===== src/rtl/fft8_ctrl_if.sv =====
// Control/address bundle between the 8-point FFT sequencer and its datapath and memory.
// FFT8_CTRL_IFFT_EN adds the inv request input.
interface fft8_ctrl_if;
    logic       start;
`ifdef FFT8_CTRL_IFFT_EN
    logic       inv;
`endif
    logic       busy;
    logic       done;
    logic       rd_en;
    logic [2:0] rd_addr_a;
    logic [2:0] rd_addr_b;
    logic [2:0] w;
    logic [1:0] stage;
    logic       wr_en;
    logic [2:0] wr_addr_a;
    logic [2:0] wr_addr_b;

    modport master (
        input  start,
`ifdef FFT8_CTRL_IFFT_EN
        input  inv,
`endif
        output busy, done, rd_en, rd_addr_a, rd_addr_b, w, stage,
        output wr_en, wr_addr_a, wr_addr_b
    );

    modport slave (
        output start,
`ifdef FFT8_CTRL_IFFT_EN
        output inv,
`endif
        input  busy, done, rd_en, rd_addr_a, rd_addr_b, w, stage,
        input  wr_en, wr_addr_a, wr_addr_b
    );
endinterface


===== src/rtl/fft8_ctrl.sv =====
// Sequencer for an 8-point radix-2 DIT FFT: 3 stages x 4 butterflies, delayed write-back.
// Optional macro FFT8_CTRL_IFFT_EN selects conjugate twiddles when inv is set at start.
module fft8_ctrl #(
    parameter int BF_LAT = 2  // butterfly latency, 1..4
) (
    input  logic        clk,
    input  logic        reset,
    fft8_ctrl_if.master bus
);

    typedef enum logic [1:0] {S_IDLE, S_ISSUE, S_WAIT, S_DONE} state_t;

    typedef struct packed {
        logic       en;
        logic [2:0] addr_a;
        logic [2:0] addr_b;
    } wb_t;

    state_t     state_q, state_d;
    logic [1:0] s_q, s_d;
    logic [1:0] k_q, k_d;
    logic [1:0] wcnt_q, wcnt_d;
`ifdef FFT8_CTRL_IFFT_EN
    logic       inv_q, inv_d;
`endif

    logic       busy_q, busy_d;
    logic       done_q, done_d;
    logic       rd_en_q, rd_en_d;
    logic [2:0] rd_addr_a_q, rd_addr_a_d;
    logic [2:0] rd_addr_b_q, rd_addr_b_d;
    logic [2:0] w_q, w_d;
    logic [1:0] stage_q, stage_d;
    wb_t        wb_pipe_q [BF_LAT];
    wb_t        wb_pipe_d [BF_LAT];

    logic [2:0] span, grp, pos, w_fwd;

    always_comb begin
        state_d = state_q;
        s_d     = s_q;
        k_d     = k_q;
        wcnt_d  = wcnt_q;
`ifdef FFT8_CTRL_IFFT_EN
        inv_d   = inv_q;
`endif
        case (state_q)
            S_IDLE: begin
                if (bus.start) begin
                    state_d = S_ISSUE;
                    s_d     = 2'd0;
                    k_d     = 2'd0;
`ifdef FFT8_CTRL_IFFT_EN
                    inv_d   = bus.inv;
`endif
                end
            end
            S_ISSUE: begin
                if (k_q == 2'd3) begin
                    state_d = S_WAIT;
                    wcnt_d  = 2'd0;
                end else begin
                    k_d = k_q + 2'd1;
                end
            end
            S_WAIT: begin
                // Drain so the last write of this stage lands before the next stage reads.
                if (wcnt_q == 2'(BF_LAT - 1)) begin
                    if (s_q < 2'd2) begin
                        state_d = S_ISSUE;
                        s_d     = s_q + 2'd1;
                        k_d     = 2'd0;
                    end else begin
                        state_d = S_DONE;
                    end
                end else begin
                    wcnt_d = wcnt_q + 2'd1;
                end
            end
            S_DONE:  state_d = S_IDLE;
            default: state_d = S_IDLE;
        endcase
    end

    // Outputs are registered, so they are computed from the next state.
    always_comb begin
        span        = 3'd1 << s_d;
        grp         = {1'b0, k_d} >> s_d;
        pos         = {1'b0, k_d} & (span - 3'd1);
        w_fwd       = pos << (2'd2 - s_d);
        rd_en_d     = 1'b0;
        rd_addr_a_d = 3'd0;
        rd_addr_b_d = 3'd0;
        w_d         = 3'd0;
        stage_d     = 2'd0;
        busy_d      = (state_d == S_ISSUE) || (state_d == S_WAIT);
        done_d      = (state_d == S_DONE);
        if (state_d == S_ISSUE) begin
            rd_en_d     = 1'b1;
            rd_addr_a_d = (grp << (s_d + 2'd1)) | pos;
            rd_addr_b_d = ((grp << (s_d + 2'd1)) | pos) + span;
            stage_d     = s_d;
`ifdef FFT8_CTRL_IFFT_EN
            w_d         = inv_d ? (3'd0 - w_fwd) : w_fwd;
`else
            w_d         = w_fwd;
`endif
        end
    end

    always_comb begin
        wb_pipe_d[0] = {rd_en_q, rd_addr_a_q, rd_addr_b_q};
        for (int i = 1; i < BF_LAT; i++) begin
            wb_pipe_d[i] = wb_pipe_q[i-1];
        end
    end

    always_ff @(posedge clk) begin
        if (reset) begin
            state_q     <= S_IDLE;
            s_q         <= 2'd0;
            k_q         <= 2'd0;
            wcnt_q      <= 2'd0;
`ifdef FFT8_CTRL_IFFT_EN
            inv_q       <= 1'b0;
`endif
            busy_q      <= 1'b0;
            done_q      <= 1'b0;
            rd_en_q     <= 1'b0;
            rd_addr_a_q <= 3'd0;
            rd_addr_b_q <= 3'd0;
            w_q         <= 3'd0;
            stage_q     <= 2'd0;
            for (int i = 0; i < BF_LAT; i++) begin
                wb_pipe_q[i] <= '0;
            end
        end else begin
            state_q     <= state_d;
            s_q         <= s_d;
            k_q         <= k_d;
            wcnt_q      <= wcnt_d;
`ifdef FFT8_CTRL_IFFT_EN
            inv_q       <= inv_d;
`endif
            busy_q      <= busy_d;
            done_q      <= done_d;
            rd_en_q     <= rd_en_d;
            rd_addr_a_q <= rd_addr_a_d;
            rd_addr_b_q <= rd_addr_b_d;
            w_q         <= w_d;
            stage_q     <= stage_d;
            for (int i = 0; i < BF_LAT; i++) begin
                wb_pipe_q[i] <= wb_pipe_d[i];
            end
        end
    end

    assign bus.busy      = busy_q;
    assign bus.done      = done_q;
    assign bus.rd_en     = rd_en_q;
    assign bus.rd_addr_a = rd_addr_a_q;
    assign bus.rd_addr_b = rd_addr_b_q;
    assign bus.w         = w_q;
    assign bus.stage     = stage_q;
    assign bus.wr_en     = wb_pipe_q[BF_LAT-1].en;
    assign bus.wr_addr_a = wb_pipe_q[BF_LAT-1].addr_a;
    assign bus.wr_addr_b = wb_pipe_q[BF_LAT-1].addr_b;

endmodule


===== src/flat_wrapper.sv =====
// flat-port wrapper written by rule: the top's interface ports become plain ports
module fft8_ctrl_flat 
#(
    parameter int BF_LAT = 2                            
)
  (clk, reset, bus_start, bus_busy, bus_done, bus_rd_en, bus_rd_addr_a, bus_rd_addr_b, bus_w, bus_stage, bus_wr_en, bus_wr_addr_a, bus_wr_addr_b);
  fft8_ctrl_if bus_i ();
  input  logic clk;
  input  logic reset;
  input wire logic [$bits(bus_i.start)-1:0] bus_start;
  output wire logic [$bits(bus_i.busy)-1:0] bus_busy;
  output wire logic [$bits(bus_i.done)-1:0] bus_done;
  output wire logic [$bits(bus_i.rd_en)-1:0] bus_rd_en;
  output wire logic [$bits(bus_i.rd_addr_a)-1:0] bus_rd_addr_a;
  output wire logic [$bits(bus_i.rd_addr_b)-1:0] bus_rd_addr_b;
  output wire logic [$bits(bus_i.w)-1:0] bus_w;
  output wire logic [$bits(bus_i.stage)-1:0] bus_stage;
  output wire logic [$bits(bus_i.wr_en)-1:0] bus_wr_en;
  output wire logic [$bits(bus_i.wr_addr_a)-1:0] bus_wr_addr_a;
  output wire logic [$bits(bus_i.wr_addr_b)-1:0] bus_wr_addr_b;
  assign bus_i.start = bus_start;
  assign bus_busy = bus_i.busy;
  assign bus_done = bus_i.done;
  assign bus_rd_en = bus_i.rd_en;
  assign bus_rd_addr_a = bus_i.rd_addr_a;
  assign bus_rd_addr_b = bus_i.rd_addr_b;
  assign bus_w = bus_i.w;
  assign bus_stage = bus_i.stage;
  assign bus_wr_en = bus_i.wr_en;
  assign bus_wr_addr_a = bus_i.wr_addr_a;
  assign bus_wr_addr_b = bus_i.wr_addr_b;
  fft8_ctrl #(.BF_LAT(BF_LAT)) u_core (.clk(clk), .reset(reset), .bus(bus_i));
endmodule

===== config.mk =====
export PLATFORM = sky130hd
export DESIGN_NAME = fft8_ctrl_flat
export DESIGN_NICKNAME = d
export VERILOG_FILES = /design/src/rtl/fft8_ctrl_if.sv /design/src/rtl/fft8_ctrl.sv /design/src/flat_wrapper.sv
export SDC_FILE = /design/constraint.sdc
export NUM_CORES = 1
export LEC_CHECK = 0
export ABC_AREA = 1
export BUFFER_PORTS_ARGS = -buffer_cell sky130_fd_sc_hd__buf_2
export CELL_PAD_IN_SITES_DETAIL_PLACEMENT = 0
export CELL_PAD_IN_SITES_GLOBAL_PLACEMENT = 1
export CORE_MARGIN = 1.5
export CORE_UTILIZATION = 40
export CTS_CLUSTER_SIZE = 12
export DETAILED_ROUTE_END_ITERATION = 6
export GPL_TIMING_DRIVEN = 0
export PLACE_DENSITY_LB_ADDON = 0.1
export SYNTH_ARGS = -nofsm -noshare
export SYNTH_HDL_FRONTEND = slang
export SYNTH_SLANG_ARGS = --single-unit

===== constraint.sdc =====
create_clock -name clk -period 5.2 [get_ports clk]
set_input_delay 1.56 -clock clk [delete_from_list [all_inputs] [get_ports clk]]
set_output_delay 1.56 -clock clk [all_outputs]
set_load 0.01 [all_outputs]

==> results of run 1 <==
==> how the worst min path moves through the flow <==
stage                                              end  cells after the start  slack (ps)                               from
CTS                 u_core.wb_pipe_q[0][11]$_SDFF_PP0_                      2         410  u_core.wb_pipe_q[0][4]$_SDFF_PP0_
floorplan           u_core.wb_pipe_q[0][10]$_SDFF_PP0_                      2         390  u_core.wb_pipe_q[0][3]$_SDFF_PP0_
global route         u_core.wb_pipe_q[0][9]$_SDFF_PP0_                      2         420  u_core.wb_pipe_q[0][2]$_SDFF_PP0_
detailed placement   u_core.wb_pipe_q[0][9]$_SDFF_PP0_                      2         400  u_core.wb_pipe_q[0][2]$_SDFF_PP0_
global placement    u_core.wb_pipe_q[0][10]$_SDFF_PP0_                      2         390  u_core.wb_pipe_q[0][3]$_SDFF_PP0_
finish               u_core.wb_pipe_q[0][9]$_SDFF_PP0_                      2         400  u_core.wb_pipe_q[0][2]$_SDFF_PP0_
==> sequential cells by signal (all words and copies together) (netlist names) <==
signal and flops:
u_core.k_q 2, u_core.s_q 2, u_core.bus.rd_addr_b 3, u_core.bus.rd_addr_a 3
u_core.state_q 2, u_core.bus.rd_en 1, u_core.wcnt_q 2, u_core.bus.w 3
u_core.bus.busy 1, u_core.wb_pipe_q 14, u_core.bus.stage 2, u_core.bus.done 1
==> Yosys cell counts (all sizes together) <==
cell type and instances:
nor2 32, xor2 1, buf 6, ha 12, fa 1, a21oi 11
clkbuf 3, clkinv 1, inv 38, dfxtp 36, nor3 2, nand2 33
nand4 3, o21ai 7, or3 1, nand3 10
==> cell families (layout without fill, tap and decap cells) <==
logic type / after synthesis / in the layout / share of synthesized area
xor+xnor: 1 / 1 / 0.00568
fa+ha+maj: 13 / 13 / 0.110
compound gates: 18 / 18 / 0.0657
buf+inv: 48 / 78 / 0.131
simple gates: 81 / 81 / 0.219
flops: 36 / 36 / 0.468
==> final cells by class <==
cell class	count	area (µm²)	share of cell area
clock buffer	5	68.8	0.0377
multi-input combinational	113	618	0.339
clock inverter	3	42.5	0.0233
timing repair buffer	22	110	0.0604
inverter	39	146	0.0803
sequential	36	721	0.395
tap	48	60.1	0.0329
buffer	9	56.3	0.0309
==> power by group <==
part	switching, mW	internal, mW
logic	0.0273	0.0153
clock network	0.0978	0.142
registers	0.00369	0.283
==> metal layers <==
metal,GRT usage,up-vias,part of all wire
met5,0,-,0
met4,0.0703,0,0.019
met3,0.0521,6,0.052
li1,-,649,-
met1,0.185,527,0.49
met2,0.251,31,0.43
==> cell usage in the layout, fill, tap and decap left out <==
| cell | n |
|---|---|
| nor3_1 | 2 |
| nand3_1 | 10 |
| ha_1 | 12 |
| clkinvlp_4 | 1 |
| o21ai_0 | 4 |
| inv_2 | 2 |
| fa_1 | 1 |
| a21oi_1 | 11 |
| or3_2 | 1 |
| dfxtp_1 | 36 |
| buf_4 | 6 |
| nand4_1 | 3 |
| clkinv_1 | 1 |
| clkbuf_8 | 5 |
| nor2_1 | 31 |
| nand2_2 | 2 |
| xor2_1 | 1 |
| clkbuf_1 | 3 |
| nand2_1 | 31 |
| inv_1 | 36 |
| clkinv_2 | 1 |
| buf_2 | 22 |
| o21ai_2 | 3 |
| nor2_2 | 1 |
| bufinv_16 | 1 |
==> worst max-delay path: stages <==
cell     delay, ps
buf_2           80
inv_1           60
nand2_1         80
nand3_1        110
nand2_2        180
inv_2           90
ha_1           350
nand4_1        130
nand2_1         80
ha_1           130
inv_1           50
fa_1           380
xor2_1         170
nand3_1        100
a21oi_1        140
==> metrics by stage <==
| stage | power [mW] | std cells | worst slack, ps | area [µm²] | util |
|---|---|---|---|---|---|
| 2_1_floorplan | 0.324 | 197 | 1740 | 1540 | - |
| 3_3_place_gp | 0.336 | 267 | 1410 | 1710 | 0.464 |
| 3_5_place_dp | 0.336 | 267 | 1420 | 1710 | 0.464 |
| 4_1_cts | 0.578 | 275 | 1720 | 1820 | 0.494 |
| 5_1_grt | 0.596 | 275 | 1520 | 1820 | 0.494 |
| 6_report | 0.569 | 275 | 1730 | 1820 | 0.494 |
==> summary.txt, run 1 <==
Route
  • Drt wl/cell: 10.1 µm
  • Vias per cell: 4.41
  • Iter 0 DRT Violations: 51
  • DRC: 0
  • Final WL: 2770 µm
  • TritonRoute pass-1 iters: 4
  • Post-route ant nets: 0
  • Vias after detailed routing: 1213

STA
  • Final setup skew: 2.96 ps
  • Hold Vio Cnt, Final: 0
  • Final setup fails: 0
  • RSZ-0062 raised after global routing: false
  • Final period util: 0.668
  • Final slew viol count: 0
  • Max-slew headroom: 0.660
  • FMAX: 288 MHz
  • Hold Slack: 404 ps
  • Worst Tran Pin Value: 510 ps
  • Final min period: 3470 ps
  • Setup TNS Final: 0 ps

Clock tree
  • Root Driver: clkbuf_8
  • Latest clock arrival within the worst-skew pair: 280 ps
  • Bufs on Longest Clock Path: 2
  • Resized cells post-CTS: 0
  • CTS tree: done
  • CTS Sinks: 36
  • CTS Buf Count: 5
  • Hold bufs inserted after CTS: 0
  • Setup bufs post-CTS: 0
  • Reg clk slew, reported paths: 70 ps
  • Depth of the CTS H-tree: 2

Floorplanning
  • Row cnt: 22
  • Top Ports: 24
  • Starting Density: 0.418
  • Chip Height: 65.1 µm
  • Placeable core area: 3690 µm²
  • Die area: 4240 µm²
  • Die extent in x: 65.1 µm

Yosys
  • Ranking of synthesized cells by area: dfxtp_1, ha_1, inv_1
  • Synth warn: 0
  • Top cell type's share of synthesized area: 0.468
  • Syn_area_per_cell: 7.82 µm²
  • Synth Register Bits: 36
  • Synth cell types: 20
  • Post-synthesis cell count: 197
  • Post-synth net total: 213
  • Register area share after synthesis: 0.468
  • Cell area after synthesis: 1540 µm²
  • Area leader, netlist: dfxtp_1

Critical path
  • Critical path launch point: bus_start
  • Crit path max fanout: 9
  • Worst R2R Path Depth: 15
  • Worst setup endpoint: u_core.bus.rd_addr_b[2]$_SDFF_PP0_
  • R2r endpoint: u_core.bus.rd_addr_b[2]$_SDFF_PP0_
  • R2R Setup Slk: 2320 ps
  • Critical Setup Path Class: in -> reg
  • Worst reg2reg path startpoint: u_core.state_q[1]$_SDFF_PP0_
  • Critical Path RT: 5420 ps
  • Arrival time at the worst endpoint: 3690 ps
  • Worst Setup Start Kind: input port
  • Critical Path End Type: flip-flop

Place
  • Final HPWL DP: 2100 µm
  • RePlAce Congestion: 0.835
  • Port Buffer Count: 22

Power
  • Power Dens Cells: 312 nW/µm²
  • Maximum vdd drop: 134 µV
  • Leakage: 0.884 nW

Global routing
  • First-pass GRT wire length: 4870 µm
  • Largest net degree at the start of global routing: 13
  • Vias in the first global route: 1159
  • Remaining global-route overflow: 0
  • Initial antenna violation count: 0
  • GRT Overall Usage: 0.155

Cells and area
  • Synth-to-Final Area Change: 18.3%
  • Fin nets: 242
  • Share of cells above drive strength 1: 0.198
  • Fillers: 381
  • ANT cells: 0

Worst hold path
  • Hold Crit Class: reg -> reg

Outcome
  • Run status: completed

Run
  • Max Cap Viol: 0
Note: power is estimated with default switching activity, not from simulation.
==> inputs of run 2 (changes only) <==
--- a/config.mk
+++ b/config.mk
@@ -5,12 +5,12 @@
 export SDC_FILE = /design/constraint.sdc
 export NUM_CORES = 1
 export LEC_CHECK = 0
-export ABC_AREA = 1
+export ABC_AREA = 0
 export BUFFER_PORTS_ARGS = -buffer_cell sky130_fd_sc_hd__buf_2
 export CELL_PAD_IN_SITES_DETAIL_PLACEMENT = 0
 export CELL_PAD_IN_SITES_GLOBAL_PLACEMENT = 1
 export CORE_MARGIN = 1.5
-export CORE_UTILIZATION = 40
+export CORE_UTILIZATION = 38
 export CTS_CLUSTER_SIZE = 12
 export DETAILED_ROUTE_END_ITERATION = 6
 export GPL_TIMING_DRIVEN = 0
==> constraint.sdc (replaced) <==
create_clock -name clk -period 2.9 [get_ports clk]
set_input_delay 0.87 -clock clk [delete_from_list [all_inputs] [get_ports clk]]
set_output_delay 0.87 -clock clk [all_outputs]
set_load 0.01 [all_outputs]
==> run 2 against run 1 <==
  * The run now ends with negative setup slack left
  * Flip-flop and latch count is the same
  * Largest power group unchanged
  * Total power grew 73%
  * Sequential share of layout area shrank 3.7 points
==> summary.txt, run 2 <==
Yosys
  • Cell area after synthesis: 1580 µm² (was 1540 µm²)
  • Ranking of synthesized cells by area: dfxtp_1, ha_1, nor2b_1 (was dfxtp_1, ha_1, inv_1)
  • Synth top cells by count: dfxtp_1, nor2b_1, inv_1, nor2_1, ha_1 (was dfxtp_1, inv_1, nand2_1, nor2_1, ha_1)
  • Ys async rst share: 0 (unchanged)
  • Most common cell in the synthesized netlist: dfxtp_1
  • Post-synth net total: 182 (was 213)
  • EDFF count, synth: 0 (unchanged)
  • Synth cell types: 39 (was 20)
  • Syn_area_per_cell: 9.50 µm² (was 7.82 µm²)
  • Register area share after synthesis: 0.457 (was 0.468)
  • Area leader, netlist: dfxtp_1 (unchanged)
  • Synth warn: 0 (unchanged)
  • Main synth FF type: dfxtp_1 (unchanged)
  • Synth Register Bits: 36 (unchanged)
  • Top cell type's share of synthesized area: 0.457 (was 0.468)
  • Post-synthesis cell count: 166 (was 197)

Global routing
  • Vias in the first global route: 1128 (was 1159)
  • GRT Overall Usage: 0.156 (was 0.155)
  • Remaining global-route overflow: 0 (unchanged)
  • Initial antenna violation count: 0 (unchanged)
  • First-pass GRT wire length: 5130 µm (was 4870 µm)
  • Largest net degree at the start of global routing: 12 (was 13)

Worst hold path
  • Hold Crit Class: reg -> reg (unchanged)

Critical path
  • Critical Path End Type: flip-flop (unchanged)
  • Arrival time at the worst endpoint: 3450 ps (was 3690 ps)
  • Critical Path RT: 3120 ps (was 5420 ps)
  • Worst Setup Start Kind: input port (unchanged)
  • Critical Setup Path Class: in -> reg (unchanged)
  • Crit path max fanout: 6 (was 9)

Clock tree
  • Latest clock arrival within the worst-skew pair: 280 ps (about the same)
  • CTS Sinks: 36 (unchanged)
  • Bufs on Longest Clock Path: 2 (unchanged)
  • CTS Buf Count: 5 (unchanged)
  • CTS tree: done (unchanged)
  • Hold bufs inserted after CTS: 0 (unchanged)
  • Reg clk slew, reported paths: 70 ps (about the same)
  • Root Driver: clkbuf_8 (unchanged)
  • Depth of the CTS H-tree: 2 (unchanged)

STA
  • Final period util: 1.11
  • Hold Slack: 436 ps (was 404 ps)
  • Final setup skew: 1.93 ps (was 2.96 ps)
  • Max-slew headroom: 0.622 (was 0.660)
  • Final WS setup: -327 ps (was 1730 ps)
  • Hold Vio Cnt, Final: 0 (unchanged)
  • FMAX: 310 MHz
  • Final min period: 3230 ps
  • Worst Tran Pin Value: 565 ps (was 510 ps)
  • RSZ-0062 raised after global routing: true (was false)
  • Final setup fails: 1 (was 0)
  • Final slew viol count: 0 (unchanged)

Route
  • DRC: 0 (unchanged)
  • Post-route ant nets: 0 (unchanged)
  • Vias per cell: 4.81 (was 4.41)
  • Drt wl/cell: 12.3 µm (was 10.1 µm)
  • TritonRoute pass-1 iters: 4 (unchanged)
  • Iter 0 DRT Violations: 40 (was 51)
  • Vias after detailed routing: 1226 (was 1213)
  • Final WL: 3150 µm (was 2770 µm)

Floorplanning
  • Row cnt: 23 (was 22)
  • Chip Height: 67.4 µm (was 65.1 µm)
  • Starting Density: 0.394 (was 0.418)
  • Placeable core area: 4000 µm² (was 3690 µm²)
  • Top Ports: 24 (unchanged)
  • Die extent in x: 67.4 µm (was 65.1 µm)
  • Die area: 4540 µm² (was 4240 µm²)

Place
  • Pre-CTS setup slack: -571 ps (was 1420 ps)
  • Post-DP Area: 1790 µm² (was 1710 µm²)
  • Final HPWL DP: 2140 µm (was 2100 µm)
  • RePlAce Congestion: 0.799 (was 0.835)
  • Port Buffer Count: 23 (was 22)

Power
  • Maximum vdd drop: 248 µV (was 134 µV)
  • Power Dens Cells: 480 nW/µm² (was 312 nW/µm²)
  • Leakage: 0.898 nW (was 0.884 nW)

Cells and area
  • Number of flip-flops in the largest register: 14 (unchanged)
  • Largest Register: u_core.wb_pipe_q (unchanged)
  • Synth-to-Final Area Change: 30.0% (was 18.3%)
  • Most common cell after layout, fill and taps aside: dfxtp_1
  • Share of cells above drive strength 1: 0.385 (was 0.198)
  • ANT cells: 0 (unchanged)
  • Fillers: 383 (was 381)
  • Most used cells in the layout excluding fill and tap cells: dfxtp_1, buf_2, nor2b_1 (was inv_1, dfxtp_1, nand2_1, nor2_1, buf_2)
  • Design area: 2050 µm² (was 1820 µm²)
  • Final Util: 0.512 (was 0.494)
  • Fin nets: 220 (was 242)

Outcome
  • Run status: finished, violations left (was completed)
  • Failing checks: negative setup slack

Run
  • Max Cap Viol: 0 (unchanged)
-- run 2: cell count changes after synthesis, sizes merged, moves of 2 or more --
cell,change
inv,-25
o21a,+2
nand3,-5
a32oi,+2
or3b,+3
nand2,-22
or2,+2
nand4,-3
nand2b,+2
nor2,-19
nor2b,+18
a21oi,-4
and2,+2
-- run 2: kinds of logic after synthesis --
family                     after synthesis  synth area share
AOI/OAI and AO/OA                       26             0.120
DFF                                     36             0.457
buffers and inverters                   24            0.0762
xor gates and xnor gates                 1           0.00556
muxes                                    2            0.0135
adders and majority gates               13             0.108
and+or+nand+nor                         64             0.220
-- run 2: worst paths after layout --
kind	from	end	slack [ps]	depth (start not counted)
setup / recovery	bus_start	u_core.bus.rd_addr_b[2]$_SDFF_PP0_	-330	14
hold / removal	u_core.wb_pipe_q[0][5]$_SDFF_PP0_	u_core.wb_pipe_q[0][12]$_SDFF_PP0_	440	1
setup reg to reg	u_core.state_q[1]$_SDFF_PP0_	u_core.bus.rd_addr_b[2]$_SDFF_PP0_	-310	12
hold reg to reg	u_core.wb_pipe_q[0][5]$_SDFF_PP0_	u_core.wb_pipe_q[0][12]$_SDFF_PP0_	440	1
-- run 2: per-layer routing --
metal | global-route usage | vias up | part of all wire | wire length (µm)
li1 | - | 624 | - | -
met1 | 0.190 | 571 | 0.46 | 1460
met2 | 0.245 | 22 | 0.48 | 1510
met3 | 0.0600 | 9 | 0.037 | 116
met4 | 0.0663 | 0 | 0.020 | 62
met5 | 0 | - | 0 | 0
-- run 2: power breakdown --
group | internal, mW | switching [mW] | total, mW
clock | 0.193 | 0.174 | 0.367
sequential | 0.509 | 0.00780 | 0.516
combinational | 0.0454 | 0.0546 | 0.100
-- run 2: area by class of cell --
type | count | area [µm²] | area share
Multi-Input combinational cell | 106 | 845 | 0.412
Clock buffer | 7 | 86.3 | 0.0421
Timing Repair Buffer | 32 | 191 | 0.0934
Clock inverter | 1 | 7.51 | 0.00366
Buffer | 10 | 63.8 | 0.0311
Sequential cell | 36 | 734 | 0.358
Tap cell | 50 | 62.6 | 0.0305
Inverter | 13 | 58.8 | 0.0287
-- run 2: worst max-delay path: stages --
cell     delay [ps]
buf_2           120
mux2i_4         240
nand2_2         120
nand2_4         130
inv_6            60
ha_4            160
or2_4           240
o21ai_2          60
ha_2            180
inv_2            40
fa_2            390
xnor2_2         160
or4_4           540
a21oi_2         120
-- run 2: per-stage QoR --
stage / power (mW) / setup TNS, ps / cells
after floorplan: 0.592 / -183 / 166
after global placement: 0.618 / -612 / 239
after detailed placement: 0.620 / -672 / 239
after CTS: 0.999 / -279 / 250
after global routing: 1.04 / -408 / 255
final: 0.984 / -327 / 255
-- run 2: repair_timing --
item                                    in CTS  in global routing
endpoints found under the setup margin       2                  2
gates cloned                                 0                  0
pin swaps                                    4                 12
gates resized for setup                     15                 21
hold endpoints to repair                     0                  0
setup buffers                                3                  6
